==> src/rtl/uart_receiver.sv <==
// uart_receiver: 8N1 UART receiver with run-time divisor, valid/ack handshake, framing and overrun flags
module uart_receiver #(
    parameter int DATA_W   = 8,
    parameter int COMP_MIN = 4
) (
    input  logic              clk,
    input  logic              resetn,
    input  logic [15:0]       comp,
    input  logic              rec_en,
    input  logic              uart_rx,
    output logic [DATA_W-1:0] rx_data,
    output logic              rx_valid,
    input  logic              rx_ack,
    output logic              frame_err,
    output logic              overrun_err
);
    typedef enum logic [2:0] {IDLE, START, DATA, STOP, BRK} state_t;

    state_t            r_state, w_state_nx;
    logic [1:0]        r_sync;
    logic [15:0]       r_comp, r_cnt, w_cnt_nx, w_limit;
    logic [2:0]        r_idx, w_idx_nx;
    logic [DATA_W-1:0] r_shift, w_shift_nx;
    logic              w_rxs, w_tick, w_done, w_ferr, w_latch, w_ack;

    assign w_rxs   = r_sync[1];
    assign w_limit = (r_state == START) ? {1'b0, r_comp[15:1]} : r_comp;
    assign w_tick  = (r_cnt == w_limit - 16'd1);
    assign w_ack   = rx_ack & rx_valid;

    always_comb begin
        w_state_nx = r_state;
        w_cnt_nx   = w_tick ? '0 : r_cnt + 16'd1;
        w_idx_nx   = r_idx;
        w_shift_nx = r_shift;
        w_done     = 1'b0;
        w_ferr     = 1'b0;
        w_latch    = 1'b0;
        case (r_state)
            IDLE: begin
                w_cnt_nx = '0;
                if (rec_en && !w_rxs) begin
                    w_latch    = 1'b1;
                    w_state_nx = START;
                end
            end
            START: if (w_tick) begin
                w_state_nx = w_rxs ? IDLE : DATA;
                w_idx_nx   = '0;
            end
            DATA: if (w_tick) begin
                w_shift_nx = {w_rxs, r_shift[DATA_W-1:1]};
                w_idx_nx   = r_idx + 3'd1;
                if (r_idx == 3'(DATA_W - 1)) w_state_nx = STOP;
            end
            STOP: if (w_tick) begin
                w_done     = w_rxs;
                w_ferr     = !w_rxs;
                w_state_nx = w_rxs ? IDLE : BRK;
            end
            BRK: if (w_rxs) w_state_nx = IDLE;
            default: w_state_nx = IDLE;
        endcase
        // disabling mid-frame drops the frame silently
        if (r_state != IDLE && !rec_en) begin
            w_state_nx = IDLE;
            w_done     = 1'b0;
            w_ferr     = 1'b0;
        end
    end

    always_ff @(posedge clk or posedge resetn) begin
        if (resetn) begin
            r_sync      <= 2'b11;
            r_state     <= IDLE;
            r_comp      <= '0;
            r_cnt       <= '0;
            r_idx       <= '0;
            r_shift     <= '0;
            rx_data     <= '0;
            rx_valid    <= 1'b0;
            frame_err   <= 1'b0;
            overrun_err <= 1'b0;
        end else begin
            r_sync      <= {r_sync[0], uart_rx};
            r_state     <= w_state_nx;
            r_cnt       <= w_cnt_nx;
            r_idx       <= w_idx_nx;
            r_shift     <= w_shift_nx;
            // clamp illegal divisors so the timer always terminates
            if (w_latch) r_comp <= (comp < 16'(COMP_MIN)) ? 16'(COMP_MIN) : comp;
            if (w_done) rx_data <= r_shift;
            frame_err   <= w_ferr;
            rx_valid    <= w_done | (rx_valid & ~w_ack);
            overrun_err <= (w_done & rx_valid & ~w_ack) | (overrun_err & ~w_ack);
        end
    end
endmodule

==> config.mk <==
export PLATFORM = sky130hd
export DESIGN_NAME = uart_receiver
export DESIGN_NICKNAME = d
export VERILOG_FILES = /design/src/rtl/uart_receiver.sv
export SDC_FILE = /design/constraint.sdc
export NUM_CORES = 1
export LEC_CHECK = 0
export ABC_AREA = 1
export CAP_MARGIN = 10
export CORE_ASPECT_RATIO = 0.6
export CORE_MARGIN = 2
export CORE_UTILIZATION = 58
export DETAILED_ROUTE_END_ITERATION = 8
export GPL_TIMING_DRIVEN = 0
export HOLD_SLACK_MARGIN = 0.1
export PLACE_DENSITY = 0.81
export SLEW_MARGIN = 0
export SYNTH_ARGS = -nofsm -noshare
export SYNTH_HDL_FRONTEND = slang
export SYNTH_SLANG_ARGS = --single-unit
==> constraint.sdc <==
create_clock -name clk -period 2.6 [get_ports clk]
set_input_delay 0.26 -clock clk [delete_from_list [all_inputs] [get_ports clk]]
set_output_delay 0.26 -clock clk [all_outputs]
set_load 0.005 [all_outputs]
==> flow_metrics.tcl <==
set metrics [dict create \
    status "complete, but fails checks" \
    violations "negative setup slack" \
    start_util_pct 59.3 \
    synth_nets 545 \
    crit_type "flip-flop to flip-flop" \
    die_w_um 106 \
    synth_cell_type_count 32 \
    pin_count 32 \
    tritoncts "yes" \
    place_congestion 0.908 \
    layout_setup_ws_ps -52.4 \
    area_growth_pct 26.7 \
    ant_nets 0 \
    gr-total-overflow 0 \
    synthesis.area_um2 3590 \
    routed_wl_um 9560 \
    min_period_ps 2650 \
    setup_tns_ps -191 \
    clk_latency_ps 350 \
    via_count 3619 \
    required_ps 2890 \
    fmax_ghz 0.377 \
    diodes 0 \
    synth_warnings 0 \
    rows 22 \
    fin_worst_skew_ps 4.03 \
    cts_buffers 9 \
    slew_headroom_pct 43.4 \
    arrival_ps 2940 \
    avgRoutedWirePerCell_um 14.2 \
    worstHoldPathType "input port to async pin" \
    worst_r2r_endpoint "r_idx[1]" \
    grt_max_degree 43 \
    drt_iter0_drc 334 \
    vias_per_cell 5.37 \
    core-area_um2 6060 \
    grt.total_usage_pct 30.1 \
    yosysSeqAreaShare_pct 41.2 \
    finalPower_mw 4.86 \
    report.final.slew_viol_count 0 \
    cp_max_fo 10 \
    ys_ff_latch 59 \
    dieHeight_um 65.0 \
    cts_buffer_depth 2 \
    numClockSinks 59 \
    r2r-start "r_state[2]" \
    portBuffers 31 \
    ir_drop_mv 0.835 \
    power.leakage_nw 2.28 \
    root_buffer "clkbuf_8" \
    avgSynthCellArea_um2 6.91 \
    die-area_um2 6860 \
    layout-drive-gt1-share_pct 16.3 \
    r2r_cells 19 \
    clk_pin_slew_worst_paths_ps 70 \
    htree_levels 3 \
    drv_cap 0 \
    drc_errors 0 \
    startpoint_type "flip-flop" \
    post-route-period-util_pct 102 \
    hold_viol_final 0 \
    reg2reg_slack_ps -50 \
    power_density_nw_per_um2 1070 \
    antenna_found_initial 0 \
    place_hpwl_um 6680 \
    dr.pass1.iters 5 \
    dp.cells 636 \
    rsz0062_at_grt "true" \
    worstMarginPinSlew_ps 845 \
    endpoint_kind "flip-flop" \
    grt_pass1_wl_um 15700 \
    final-setup-viol-count 5 \
    fin_nets 610 \
    grt_pass1_vias 3292 \
    stdcell_count 674 \
    postSynthCellCount 520 \
    hold_buffers 0 \
]
==> cell usage in the layout, fill, tap and decap left out, types with 2 or more instances in the layout <==
cell type and n:
nand2_1 189, dfrtp_1 55, inv_1 54, nand3_1 40, nor2_1 38, clkdlybuf4s50_1 31, o21ai_0 25, buf_4 19
nand2_2 13, xor2_1 13, nor3_1 10, clkbuf_8 10, nor2_4 8, nand4_1 8, nor2_2 7, o21ai_1 6
nand2_4 6, buf_6 6, clkbuf_1 4, inv_2 3, buf_2 3, o21ai_2 3, o21bai_1 3, nand3_2 3
a21oi_1 3, nor4_1 3, ha_1 3, clkinv_2 3, nand3b_1 2, a31oi_1 2, dfrtp_2 2, dfstp_2 2
==> sequential cells by signal, summed over array words and instances, names as in the netlist <==
| signal | cells |
|---|---|
| r_state | 3 |
| frame_err | 1 |
| r_comp | 16 |
| rx_data | 8 |
| r_idx | 3 |
| r_shift | 8 |
| overrun_err | 1 |
| r_cnt | 16 |
| rx_valid | 1 |
| r_sync | 2 |
==> Yosys cell counts, drive strengths merged <==
cell type  instances  area [um2]
nand2            208         808
inv               58         218
dfrtp             57        1430
nor2              53         239
nand3             44         225
o21ai             34         170
xor2              13         114
nor3              10        50.1
nand4              8        50.1
buf                7        55.1
a21oi              4        20.0
ha                 4        50.1
clkbuf             3        11.3
nor4               3        18.8
o21bai             3        22.5
a31oi              2        12.5
dfstp              2        52.6
nand3b             2        15.0
a22oi              1        7.51
clkinv             1        3.75
nor3b              1        7.51
o211ai             1        7.51
xnor2              1        8.76
==> per-stage QoR <==
| stage | hold WS (ps) | worst slack (ps) | utilization (%) | area [um2] |
|---|---|---|---|---|
| after floorplan | 264 | 194 | - | 3590 |
| final | 226 | -52.4 | 75.2 | 4550 |
| after global routing | 260 | -183 | 75.2 | 4550 |
| after detailed placement | 347 | -295 | 66.5 | 4030 |
| after global placement | 346 | -208 | 66.2 | 4010 |
| after CTS | 223 | 6.35 | 72.3 | 4380 |
==> cell families (layout without fill, tap and decap cells) <==
group | after synthesis | in the layout | share of synthesized area (%)
fa+ha+maj | 4 | 4 | 1.39
simple gates | 329 | 329 | 39.3
xor+xnor | 14 | 14 | 3.41
flops | 59 | 59 | 41.2
compound gates | 45 | 45 | 6.69
buf+inv | 69 | 139 | 8.01
==> critical path: stages (launching register included) <==
cell and delay, ps:
dfrtp_1 400, buf_4 170, nor2_4 150, nand3_2 130, nand2_4 110, ha_4 150, nand2_2 70, nor2_4 150
buf_6 130, nand3_1 70, nand2_1 80, nand2_1 70, nor2_1 100, nand2_1 90, nor2_4 120, nand2_4 110
nor2_2 160, buf_6 170, nand2_1 70, nand2_1 90
==> repair_timing <==
action / in CTS / in global routing
gates cloned: 1 / 0
gates resized for setup: 17 / 36
buffers inserted: 12 / 9
pin swaps: 8 / 11
setup endpoints to repair: 40 / 41
==> layout make-up <==
class / count / area, um2
Sequential cell: 59 / 1480
Tap cell: 84 / 105
Multi-Input combinational cell: 392 / 1960
Buffer: 10 / 77.6
Timing Repair Buffer: 54 / 504
Clock inverter: 5 / 52.6
Fill cell: 477 / 1500
Clock buffer: 11 / 141
Inverter: 59 / 226
==> routing by layer <==
metal / vias up / global-route usage, % / wire length [um]
met3: 21 / 9.56 / 882
met2: 170 / 42.7 / 3960
met1: 1653 / 43.7 / 4510
li1: 1775 / - / -
met4: 0 / 9.87 / 197
met5: - / 0 / 0
==> where the power goes <==
group / internal (mW) / leakage, nW / total [mW] / switching [mW]
logic: 1.03 / 1.40 / 2.80 / 1.77
clock network: 0.463 / 0.0991 / 0.840 / 0.377
registers: 1.08 / 0.779 / 1.22 / 0.142
==> worst max-delay path by stage <==
| stage | from | endpoint | slack [ps] | cells past startpoint |
|---|---|---|---|---|
| after detailed placement | r_state[2] | r_idx[1] | -290 | 19 |
| after CTS | r_state[2] | r_state[0] | 6 | 19 |
| final | r_state[2] | r_idx[1] | -50 | 19 |
| after global placement | r_state[2] | rx_data[7] | -210 | 19 |
| after global routing | r_state[2] | r_idx[1] | -180 | 19 |
| after floorplan | r_state[2] | r_state[0] | 190 | 21 |
Power figures use the tool's default switching activity.
==> variant 1, RTL diff (same settings) <==
The 5 states of `state_t` get a Gray code encoding in 3 bits.
--- a/src/rtl/uart_receiver.sv
+++ b/src/rtl/uart_receiver.sv
@@ -14,7 +14,7 @@
     output logic              frame_err,
     output logic              overrun_err
 );
-    typedef enum logic [2:0] {IDLE, START, DATA, STOP, BRK} state_t;
+    typedef enum logic [2:0] {IDLE = 3'b000, START = 3'b001, DATA = 3'b011, STOP = 3'b010, BRK = 3'b110} state_t;
 
     state_t            r_state, w_state_nx;
     logic [1:0]        r_sync;
Behaviour: same outputs for any inputs over 10 cycles, from zero or initial values and one cycle with resetn high; not proved beyond that.
==> variant 1 against the unedited design <==
The flow still finishes with violations (setup timing); highest routed layer unchanged; sequential cell count stayed put; design area is 15% higher; wire length is 26% higher; clock power is 6.3% lower; synthesized area is 5.7% higher; critical path depth is 2 higher; total power is 16% higher; critical endpoint is now rx_data[2]; die area is 5.5% higher; cell count is 5.6% higher; worst setup slack worse by 0.26 ns; count of clock-buffer cells in the layout is 1 higher.
==> variant 1: results (changes against the unedited design) <==
stage,metric,value,unit,change
grt,grt_usage,32.7,%,was 30.1%
synthesis,synth_compound_area_share,6.85,%,was 6.69%
detailed_routing,drtIter0Drc,569,,was 334
synthesis,ys_seq_area_share,38.9,%,was 41.2%
setup_path,crit_fanout,9,,was 10
layout,layout-drive-gt1-share,28.8,%,was 16.3%
layout,reg_top3,"r_cnt: 16 flops, r_comp: 16 flops",,unchanged
place,place_inst,664,,was 636
synthesis,synthAdderAreaFrac,1.32,%,was 1.39%
cts,clk_pin_slew,0.07,ns,about the same
cts,clk_path_buf_depth,2,,unchanged
sta,finClkSkew,0.0103,ns,was 0.00403 ns
outcome,outcome,"complete, but fails checks",,unchanged
grt,grtUsageMet3,7.63,%,was 9.56%
place,post-place-ws,-0.455,ns,was -0.295 ns
grt,grt_pass1_vias,3552,,was 3292
place,dp_hpwl,7320,um,was 6680 um
grt,grt_max_degree,42,,was 43
grt,use_met2,50.5,%,was 42.7%
synthesis,yosys_warnings,0,,unchanged
power,power.leakage,2.47,nW,was 2.28 nW
place,io_buffers,31,,unchanged
outcome,violations,setup timing,,unchanged
power,ir_drop,855,uV,was 835 uV
setup_path,arrival,3.15,ns,was 2.94 ns
sta,worst_slack,-0.313,ns,was -0.0524 ns
grt,antenna_found_initial,0,,unchanged
grt,grtUsageMet1,46.6,%,was 43.7%
layout,diodes,0,,unchanged
synthesis,ys.flop_type,dfrtp_1,,unchanged
synthesis,yosys-top-cells-count,"nand2_1, inv_1, dfrtp_1, nand3_1, nor2_1",,"was nand2_1, dfrtp_1, inv_1, nand3_1, nor2_1"
synthesis,async_flop_share,100,%,unchanged
cts,cts_buffers,9,,unchanged
detailed_routing,wl,12000,um,was 9560 um
synthesis,ys_types,35,,was 32
grt,grt_pass1_wl,17700,um,was 15700 um
sta,tightest_slew,0.943,ns,was 0.845 ns
detailed_routing,vias,4096,,was 3619
cts,h-tree-depth,3,,unchanged
synthesis,synth_fp_nets,573,,was 545
layout,nets,648,,was 610
synthesis,synth_xor_area_share,3.46,%,was 3.41%
cts,insertion_delay,0.35,ns,about the same
synthesis,synth_area_leaders,"dfrtp_1, nand2_1, nand3_1",,unchanged
cts,cts_root_buffer,clkbuf_8,,unchanged
synthesis,netlist_instances,548,,was 520
synthesis,synthMuxAreaShare,0,%,unchanged
min_path,hold_class,in -> async,,unchanged
sta,setup_viol,41,,was 5
place,gp_congestion,0.939,,was 0.908
layout,final_cells,712,,was 674
## variant 1: cell count changes after synthesis, moves of 4 or more
cell,unedited run,this run
nor2_1,43,55
inv_1,55,65
o21ai_2,0,12
nor2_2,7,3
nand3_1,43,57
o21ai_0,32,15
## variant 1: power breakdown
| part | internal [W] | total [W] | switching [W] |
|---|---|---|---|
| clock network | 0.000397 | 0.000787 | 0.000390 |
| registers | 0.00107 | 0.00120 | 0.000132 |
| logic | 0.00134 | 0.00366 | 0.00232 |
| total | 0.00281 | 0.00565 | 0.00284 |
## variant 1: path summary, 6_finish.rpt
path,slack [ns],cells after the start,end,startpoint
max,-0.31,21,rx_data[2],r_state[2]
min,0.24,2,r_shift[6],resetn
max reg2reg,-0.31,21,rx_data[2],r_state[2]
min reg2reg,0.36,0,r_sync[1],r_sync[0]
max in group asynchronous,1.80,3,r_cnt[8],resetn
min in group clk,0.31,1,r_sync[0],uart_rx
## variant 1: critical path: stages (launching register included)
cell	delay, ns
dfrtp_2	0.45
nor2_4	0.23
buf_4	0.16
buf_6	0.12
buf_4	0.12
nand3_1	0.08
nand2_2	0.16
nor2_4	0.05
buf_4	0.14
nand2_1	0.06
nand2_1	0.06
nand2_1	0.07
nand2_1	0.05
nor2_1	0.09
nand3_1	0.09
nor2_2	0.15
nand3_4	0.14
inv_8	0.13
nand2_8	0.09
buf_4	0.18
nand2_1	0.08
o21ai_2	0.07
## variant 1: cell type report
cell class              count  area (sq um)
clock inverters             4          26.3
fillers                   348           981
plain buffers              12           125
repair buffers             63           676
clock buffers              12           155
inverters                  67           263
flip-flops and latches     59          1480
multi-input cells         411          2410
well taps                  84           105
## variant 1: through the flow
stage | power [W] | TNS, ns | cell area (sq um) | utilization (%)
2_1_floorplan | 0.00310 | 0 | 3800 | -
3_3_place_gp | 0.00358 | -16.88 | 4220 | 67.8
3_5_place_dp | 0.00366 | -11.81 | 4240 | 68.1
4_1_cts | 0.00503 | -2.77 | 4920 | 79.0
5_1_grt | 0.00599 | -13.22 | 5240 | 84.2
6_report | 0.00565 | -8.94 | 5240 | 84.2
## variant 1: what timing repair did
action | in CTS | in global routing
buffers inserted | 16 | 11
endpoints found under the setup margin | 40 | 41
pin swaps | 27 | 28
gates resized for setup | 80 | 59
cloned | 4 | 1
## variant 1: metal layers
| metal | wire [um] | vias to the layer above |
|---|---|---|
| met5 | 0 | - |
| met4 | 233 | 0 |
| met3 | 1210 | 41 |
| met2 | 5290 | 237 |
| met1 | 5270 | 1940 |
| li1 | - | 1878 |
## variant 1: cell families (layout without fill, tap and decap cells)
family	Yosys count	after routing
flops	59	59
fa+ha+maj	4	4
simple gates	351	352
xor+xnor	15	15
compound gates	40	40
buf+inv	79	158
==> variant 2, RTL diff (config.mk and constraints unchanged) <==
Without the edit above. Change the parameter `DATA_W` from 8 to 6.
--- a/src/rtl/uart_receiver.sv
+++ b/src/rtl/uart_receiver.sv
@@ -1,6 +1,6 @@
 // uart_receiver: 8N1 UART receiver with run-time divisor, valid/ack handshake, framing and overrun flags
 module uart_receiver #(
-    parameter int DATA_W   = 8,
+    parameter int DATA_W   = 6,
     parameter int COMP_MIN = 4
 ) (
     input  logic              clk,
Ports: changed (resized rx_data); port bits go from 32 to 30. No check against the original RTL was run, so the function may have changed too.
==> variant 2 against the unedited design <==
Design area grew 2.8%; sequential cell count shrank 4; synthesized cell count grew 2.1%; wire length shrank 2.4%; utilization grew 0.75 points; global-route usage shrank 3.5 points; maximum frequency grew 2.3%; synthesized area grew 3.5%; total power grew 0.44%; worst setup slack gained 0.060 ns; largest cell class unchanged.
==> variant 2: results (changes against the unedited design) <==
stage,metric,value,unit,change
layout,seqCellArea,0.00138,sq mm,was 0.00148 sq mm
outcome,outcome,completed,,"was complete, but fails checks"
detailed_routing,wl_per_cell,13.8,um,was 14.2 um
place,post-place-ws,-0.219,ns,was -0.295 ns
synthesis,synth_fp_nets,556,,was 545
detailed_routing,wl_met1,4750,um,was 4510 um
cts,cts_buffers,5,,was 9
synthesis,synth_compound_area_share,5.95,%,was 6.69%
grt,grt_max_degree,33,,was 43
grt,grtUsageMet1,40.8,%,was 43.7%
synthesis,synth_area_leaders,"dfrtp_1, nand2_1, nand3_1",,unchanged
cts,postCtsSetupBuffers,15,,was 12
layout,buffer_area_share,13.0,%,was 12.8%
setup_path,crit_fanout,5,,was 10
grt,grt_pass1_vias,3172,,was 3292
place,io_buffers,29,,was 31
setup_path,arrival,2.81,ns,was 2.94 ns
detailed_routing,wl_met3,639,um,was 882 um
setup_path,reg2reg_slack,0.007,ns,was -0.05 ns
grt,use_met2,39.6,%,was 42.7%
layout,nets,616,,was 610
place,dpl_cell_area,0.00414,sq mm,was 0.00403 sq mm
place,dp_hpwl,6720,um,was 6680 um
synthesis,netlist_instances,531,,was 520
place,gp_congestion,0.911,,was 0.908
sta,whs,0.304,ns,was 0.226 ns
cts,insertion_delay,0.32,ns,was 0.35 ns
cts,h-tree-depth,2,,was 3
cts,ctsResizeCount,13,,was 17
synthesis,synthAdderAreaFrac,1.35,%,was 1.39%
layout,multi_input_area,0.00218,sq mm,was 0.00196 sq mm
detailed_routing,viasPerCell,5.26,,was 5.37
setup_path,cp_slowest_cell,dfrtp_2,,was dfrtp_1
layout,utilization,75.9,%,was 75.2%
power,power.leakage,2.39,nW,was 2.28 nW
layout,layout-drive-gt1-share,22.8,%,was 16.3%
place,place_inst,645,,was 636
detailed_routing,wl_met2,3860,um,was 3960 um
synthesis,synth_xor_area_share,2.35,%,was 3.41%
synthesis,ys_types,34,,was 32
power,ir_drop,619,uV,was 835 uV
die,die_area,0.00709,sq mm,was 0.00686 sq mm
-- variant 2: changes by cell type in the layout (fill, tap and decap cells not counted), sizes merged, moves of 5 or more --
cell	before	now
nand2	208	200
xor2	13	8
nor3	10	3
inv	58	78
o21ai	34	27
nor2	53	48
nand3	44	64
-- variant 2: worst max-delay path by stage --
stage	to	slack (ns)	cells past startpoint
detailed placement	r_cnt[11]	-0.22	19
global route	r_idx[0]	-0.12	18
global placement	r_cnt[12]	-0.20	19
CTS	rx_data[2]	0.007	18
finish	r_cnt[9]	0.007	20
floorplan	r_cnt[9]	0.16	19
-- variant 2: power breakdown --
group          internal (W)  switching, W  leakage, nW
Clock              0.000188      0.000295       0.0402
Sequential          0.00101      0.000145        0.723
Combinational       0.00119       0.00205         1.63
Total               0.00240       0.00249         2.39
-- variant 2: logic make-up after synthesis --
group | after synthesis
buffers and inverters | 88
AO/OA/AOI/OAI | 38
XOR/XNOR | 10
adder cells (fa/ha/maj) | 4
flip-flops | 55
AND/OR/NAND/NOR | 336
